<file path="src/rtl/wsp_pkg.sv">
// Shared constants for the wrapper serial path; the upstream shifter and the capture stage
// both take their word size from here.
package wsp_pkg;

   localparam int unsigned WSP_WORD_SIZE = 12;
   localparam int unsigned WSP_CNT_W     = 4;

   typedef enum logic {
      HOLD_EMPTY = 1'b0,
      HOLD_FULL  = 1'b1
   } hold_e;

endpackage

</file>
<file path="src/rtl/wsp_serial_capture.sv">
// Serial-in/parallel-out capture: assembles LSB-first bits into words and double-buffers
// each finished word into a valid/ready holding register with a sticky overrun flag.
module wsp_serial_capture
   import wsp_pkg::*;
#(
   parameter int unsigned size  = WSP_WORD_SIZE,
   parameter int unsigned CNT_W = WSP_CNT_W
) (
   input  logic             clk,
   input  logic             clr,
   input  logic             serial_in,
   input  logic             shift_en,
   input  logic             sync,
   input  logic             data_ready,
   input  logic             ovr_clr,
   output logic [size:1]    data_out,
   output logic             data_valid,
   output logic             overrun,
   output logic [CNT_W-1:0] bit_count,
   output logic             busy
);

   localparam logic [CNT_W-1:0] CntLast = CNT_W'(size - 1);
   localparam logic [CNT_W-1:0] CntOne  = CNT_W'(1);

   logic [size:1]    sh_q, sh_d;
   logic [size:1]    sh_shift, sh_sync;
   logic [CNT_W-1:0] cnt_q, cnt_d;
   logic [size:1]    data_q, data_d;
   logic             ovr_q, ovr_d;
   hold_e            hold_q, hold_d;
   logic             word_done;
   logic [size:1]    word;

   // Shifted and sync-restarted images of the shift register, written so size=1 stays legal.
   always_comb begin
      sh_shift       = sh_q >> 1;
      sh_shift[size] = serial_in;
      sh_sync        = '0;
      sh_sync[size]  = serial_in;
   end

   always_comb begin
      sh_d      = sh_q;
      cnt_d     = cnt_q;
      word_done = 1'b0;
      word      = sh_shift;
      if (sync) begin
         if (shift_en) begin
            sh_d      = sh_sync;
            word      = sh_sync;
            word_done = (size == 1);
            cnt_d     = (size == 1) ? '0 : CntOne;
         end else begin
            sh_d  = '0;
            cnt_d = '0;
         end
      end else if (shift_en) begin
         sh_d      = sh_shift;
         word_done = (cnt_q == CntLast);
         cnt_d     = word_done ? '0 : cnt_q + CntOne;
      end
   end

   always_comb begin
      hold_d = hold_q;
      data_d = data_q;
      ovr_d  = ovr_q;
      if (ovr_clr) begin
         ovr_d = 1'b0;
      end
      unique case (hold_q)
         HOLD_EMPTY: begin
            if (word_done) begin
               data_d = word;
               hold_d = HOLD_FULL;
            end
         end
         HOLD_FULL: begin
            if (data_ready) begin
               if (word_done) begin
                  data_d = word;
               end else begin
                  hold_d = HOLD_EMPTY;
               end
            end else if (word_done) begin
               // Set beats a simultaneous ovr_clr.
               ovr_d = 1'b1;
            end
         end
         default: hold_d = HOLD_EMPTY;
      endcase
   end

   always_ff @(posedge clk) begin
      if (!clr) begin
         sh_q   <= '0;
         cnt_q  <= '0;
         data_q <= '0;
         ovr_q  <= 1'b0;
         hold_q <= HOLD_EMPTY;
      end else begin
         sh_q   <= sh_d;
         cnt_q  <= cnt_d;
         data_q <= data_d;
         ovr_q  <= ovr_d;
         hold_q <= hold_d;
      end
   end

   assign data_out   = data_q;
   assign data_valid = (hold_q == HOLD_FULL);
   assign overrun    = ovr_q;
   assign bit_count  = cnt_q;
   assign busy       = (cnt_q != '0);

endmodule

</file>
<file path="config.mk">
export PLATFORM = sky130hd
export DESIGN_NAME = wsp_serial_capture
export DESIGN_NICKNAME = d
export VERILOG_FILES = /design/src/rtl/wsp_pkg.sv /design/src/rtl/wsp_serial_capture.sv
export SDC_FILE = /design/constraint.sdc
export NUM_CORES = 1
export LEC_CHECK = 0
export CAP_MARGIN = 5
export CORE_MARGIN = 2
export CORE_UTILIZATION = 46
export CTS_BUF_LIST = sky130_fd_sc_hd__clkbuf_8
export CTS_CLUSTER_DIAMETER = 40
export DETAILED_ROUTE_END_ITERATION = 10
export PLACE_DENSITY = 0.87
export SYNTH_ARGS = -nofsm -noshare
export SYNTH_HDL_FRONTEND = slang
export SYNTH_SLANG_ARGS = --single-unit
export TNS_END_PERCENT = 5
</file>
<file path="constraint.sdc">
create_clock -name clk -period 1.24 [get_ports clk]
set_input_delay 0.248 -clock clk [delete_from_list [all_inputs] [get_ports clk]]
set_output_delay 0.248 -clock clk [all_outputs]
set_load 0.01 [all_outputs]
</file>
-- After elaboration in Yosys (flattened, before gate mapping)
Index checks and enable logic that the tools add are counted.
- multipliers: 0
- add/sub/neg operators: 1
- equal/unequal tests: 2
- order comparisons: 0
- reduce and logical (&&, ||, !) cells: 2
- divide/modulo/power cells: 0
- mux-type cells: 21
- shift operators: 0
- bitwise gates (word level): 1
- operator list (kind ; count):
    12-bit two-way mux ; 5
    12-bit case mux with 2 select lines ; 1
    11-bit two-way mux ; 2
    4-bit two-way mux ; 3
    1-bit two-way mux ; 9
    4-bit by 1-bit adder with 4-bit output (second input constant) ; 1
    4-bit equality test (second input constant) ; 1
    4-bit nonzero test ; 1
    2-bit != test (second input constant) ; 1
    1-bit case mux with 2 select lines ; 1
    2-bit nonzero test ; 1
    1-bit NOT ; 1
- bits in latches: 0
- input bits: 7
- ROM bits: 0
- memories kept: 0
- flip-flop bits (word level): 30
- bits in writable memories: 0

-- Depth between registers and ports, before layout
- depth after elaboration: 6
- gate-level depth with buffers: 5

-- Worst setup path before layout
No wires, ideal clock.
- path kind: register to register
- start: register cnt_q[1] (netlist: bit_count[1])
- end: register data_q, in the netlist data_out[10]
- path slack: -50 ps
- path buffers: 1
- library setup time: 120 ps
- arrival: 1171 ps
- stages on the path, launching flop included: 6
- path through: dfxtp_1 ha_1 and2_4 nand4_4 buf_6 mux2i_1
- cells in the longest elaborated chain, start to end: 6
- ends and longest elaborated chain (what ; line ; RTL):
    from (decl) ; wsp_serial_capture.sv:28 ; logic [CNT_W-1:0] cnt_q, cnt_d;
    from (signal assigned) ; wsp_serial_capture.sv:104 ; cnt_q <= cnt_d;
    4-bit equality test (*) ; wsp_serial_capture.sv:60 ; word_done = (cnt_q == CntLast);
    1-bit two-way mux (*) ; wsp_serial_capture.sv:58 ; end else if (shift_en) begin
    1-bit two-way mux (*) ; wsp_serial_capture.sv:48 ; if (sync) begin
    12-bit two-way mux (*) ; n/a ;
    12-bit two-way mux ; n/a ;
    12-bit case mux with 2 select lines (*) ; n/a ;
    to (signal assigned) ; wsp_serial_capture.sv:105 ; data_q <= data_d;
    to (decl) ; wsp_serial_capture.sv:29 ; logic [size:1] data_q, data_d;
Mark *: on every way between the ends. The rest lies on a longest branch, timed or not. The select of a mux whose other input is x is not followed.
A chain may end at the register's enable or synchronous reset.

-- Worst setup path in the final report
- start: register cnt_q[0] (netlist: bit_count[0])
- end: register data_q, in the netlist data_out[6]
Same word-level chain as after synthesis.

==> results.toml <==
[logic_synthesis]
synth_top_area_cell = "dfxtp_1"
synthDominantCellAreaShare_pct = 48.7
netlist_area_mm2 = 0.00119
synth_nets = 134
synth_cells = 125
ys_seq_elements = 29
syn_avg_cell_area_um2 = 9.54
synth_edf_count = 0
yosys.cell_types.count = 22
synth_most_common_cell = "dfxtp_1"
ys_seq_area_share_pct = 48.7
synthTopCellsByArea = "dfxtp_1 (49%), mux2i_1 (20%), nand2_1 (8.2%)"
ys_async_sr_fraction_pct = 0
yosysWarnings = 0
synth_commonest_cells = "dfxtp_1 (29), nand2_1 (26), mux2i_1 (24)"
synthFlopType = "dfxtp_1"

[route]
firstDrtPassIters = 5
route.detailed.drc = 0
dr_wl_met2_mm = 1.53
via_per_inst = 5.21
ant_nets = 0
via_count = 1052
drtIter0Drc = 15
wire_per_inst_um = 15.0
dr_wl_met3_um = 133
highest_layer = "met4"
wl_met1_mm = 1.24
wl_mm = 3.03

[clock_network]
cts_buffers = 5
clock-sinks = 29
clock_path_buffers = 2
h-tree-depth = 2
clk_latency_ns = 0.28
cts_tree = "yes"
cts_root_buffer = "clkbuf_8"
clkTransAtPathRegs_ns = 0.06
ctsHoldBuffers = 0

[hold_path]
hold_class = "reg -> reg"
whs_path_depth = 2

[cells_and_area]
multiInputGateArea_um2 = 599
fin_util_pct = 70.6
final_cell_count_no_fill = 202
drive_above_1_share_pct = 25.0
antenna_cells = 0
nNetsFinal = 180
final-seq-area_um2 = 589
areaGrowthSynthToFinish_pct = 46.6
design_area_mm2 = 0.00175
fillers = 189

[floorplan]
ios = 26
die-area_mm2 = 0.00302
die_y_um = 54.9
rows = 18
die_width_um = 54.9
start_util_pct = 48.1
coreArea_mm2 = 0.00248

[setup_path]
worstSetupPathType = "reg -> reg"
crit_path_end_kind = "flop"
ff2ff_path_depth = 6
critPathMaxFanout = 12
cp-start-kind = "flop"
crit_arrival_ns = 1.51
worstPathRequired_ns = 1.45

[status]
status = "finished with violations"
violations = "setup timing"

[sta]
relSlewSlack_pct = 84.7
fin_worst_skew_ns = 0.00187
rsz0062_at_grt = "yes"
max_freq_mhz = 767
finalCritPeriodShare_pct = 105
finalSetupViolCount = 9
layout_setup_ws_ns = -0.0636
hold_violations = 0
slew_violations = 0
min_period_ns = 1.30
worstMarginPinSlew_ns = 0.228

[pwr]
p_leak_nw = 0.836
finalPower_mw = 2.08
ir_worst_vdd_v = 0.000913
p_per_area_mw_per_mm2 = 1190

[grt]
grtUsageTotal_pct = 22.6
grt_max_degree = 13
grt_pass1_vias = 1030
grt_overflow_total = 0
antenna_found_initial = 0
grt_first_pass_wirelength_mm = 4.57

[job]
cap_violations = 0

[place]
dp.cells = 193
placed_area_mm2 = 0.00160
gp_congestion = 0.808
portBuffers = 25
hpwl_mm = 2.03
[worst max-delay path, cell delays in order (launching register included)]
cell and delay (ns):
dfxtp_4 0.36, buf_6 0.13, ha_4 0.15, and2_4 0.14
nand4_4 0.07, buf_12 0.16, mux2i_4 0.23
[metal layers]
| metal | track usage [%] | up-vias |
|---|---|---|
| met4 | 15.4 | 0 |
| met1 | 24.2 | 495 |
| met5 | 0 | - |
| li1 | - | 505 |
| met2 | 37.5 | 36 |
| met3 | 7.53 | 16 |
[where the power goes]
part	leakage, nW	internal, mW	total (mW)	switching (mW)
sequential	0.236	0.935	0.942	0.00664
combinational	0.538	0.0783	0.153	0.0742
clock	0.0626	0.646	0.990	0.344
[state kept, by name, summed over array words and instances, names as in the netlist]
register / flops
overrun: 1
bit_count: 4
sh_q: 11
data_out: 12
data_valid: 1
[cell usage in the layout, fill, tap and decap left out, drive strengths merged, types with 2 or more instances in the layout]
master and count:
nor2 15, dlygate4sd2 15, nand2 26, clkbuf 8, mux2i 24, clkdlybuf4s50 6
o21ai 3, inv 4, buf 22, nand2b 2, a21boi 2, dfxtp 29
a21oi 4, ha 2
[area by class of cell]
class / instances / share of cell area (%)
multi-input cells: 86 / 34.3
inverters: 3 / 0.644
flip-flops and latches: 29 / 33.7
repair buffers: 46 / 22.5
well taps: 30 / 2.15
clock inverters: 2 / 1.93
clock buffers: 6 / 4.72
[kinds of logic after synthesis]
family,synth area share [%]
adders and majority gates,2.10
and+or+nand+nor,19.5
DFF,48.7
AOI/OAI and AO/OA,4.83
buffers and inverters,4.72
muxes,20.1
[repair_timing]
action | CTS | global route
setup endpoints to repair | 34 | 19
buffers inserted | 0 | 0
cloned | 0 | 1
hold endpoints to repair | 0 | 0
pin swaps | 3 | 1
gates resized for setup | 27 | 17
[per-stage QoR]
step / hold slack, ns / TNS [ns] / worst slack [ns]
global placement: 0.448 / -4.35 / -0.210
global route: 0.483 / -0.938 / -0.100
detailed placement: 0.454 / -5.66 / -0.279
finish: 0.457 / -0.276 / -0.0636
floorplan: 0.387 / 0 / 0.0226
CTS: 0.459 / -0.240 / -0.120
[path summary, 6_finish.rpt]
path | slack, ns | from | endpoint
max | -0.06 | bit_count[0] | data_out[6]
min | 0.46 | data_out[3] | data_out[3]
max reg2reg | -0.06 | bit_count[0] | data_out[6]
min reg2reg | 0.46 | data_out[3] | data_out[3]
Note: power is estimated with default switching activity, not from simulation.
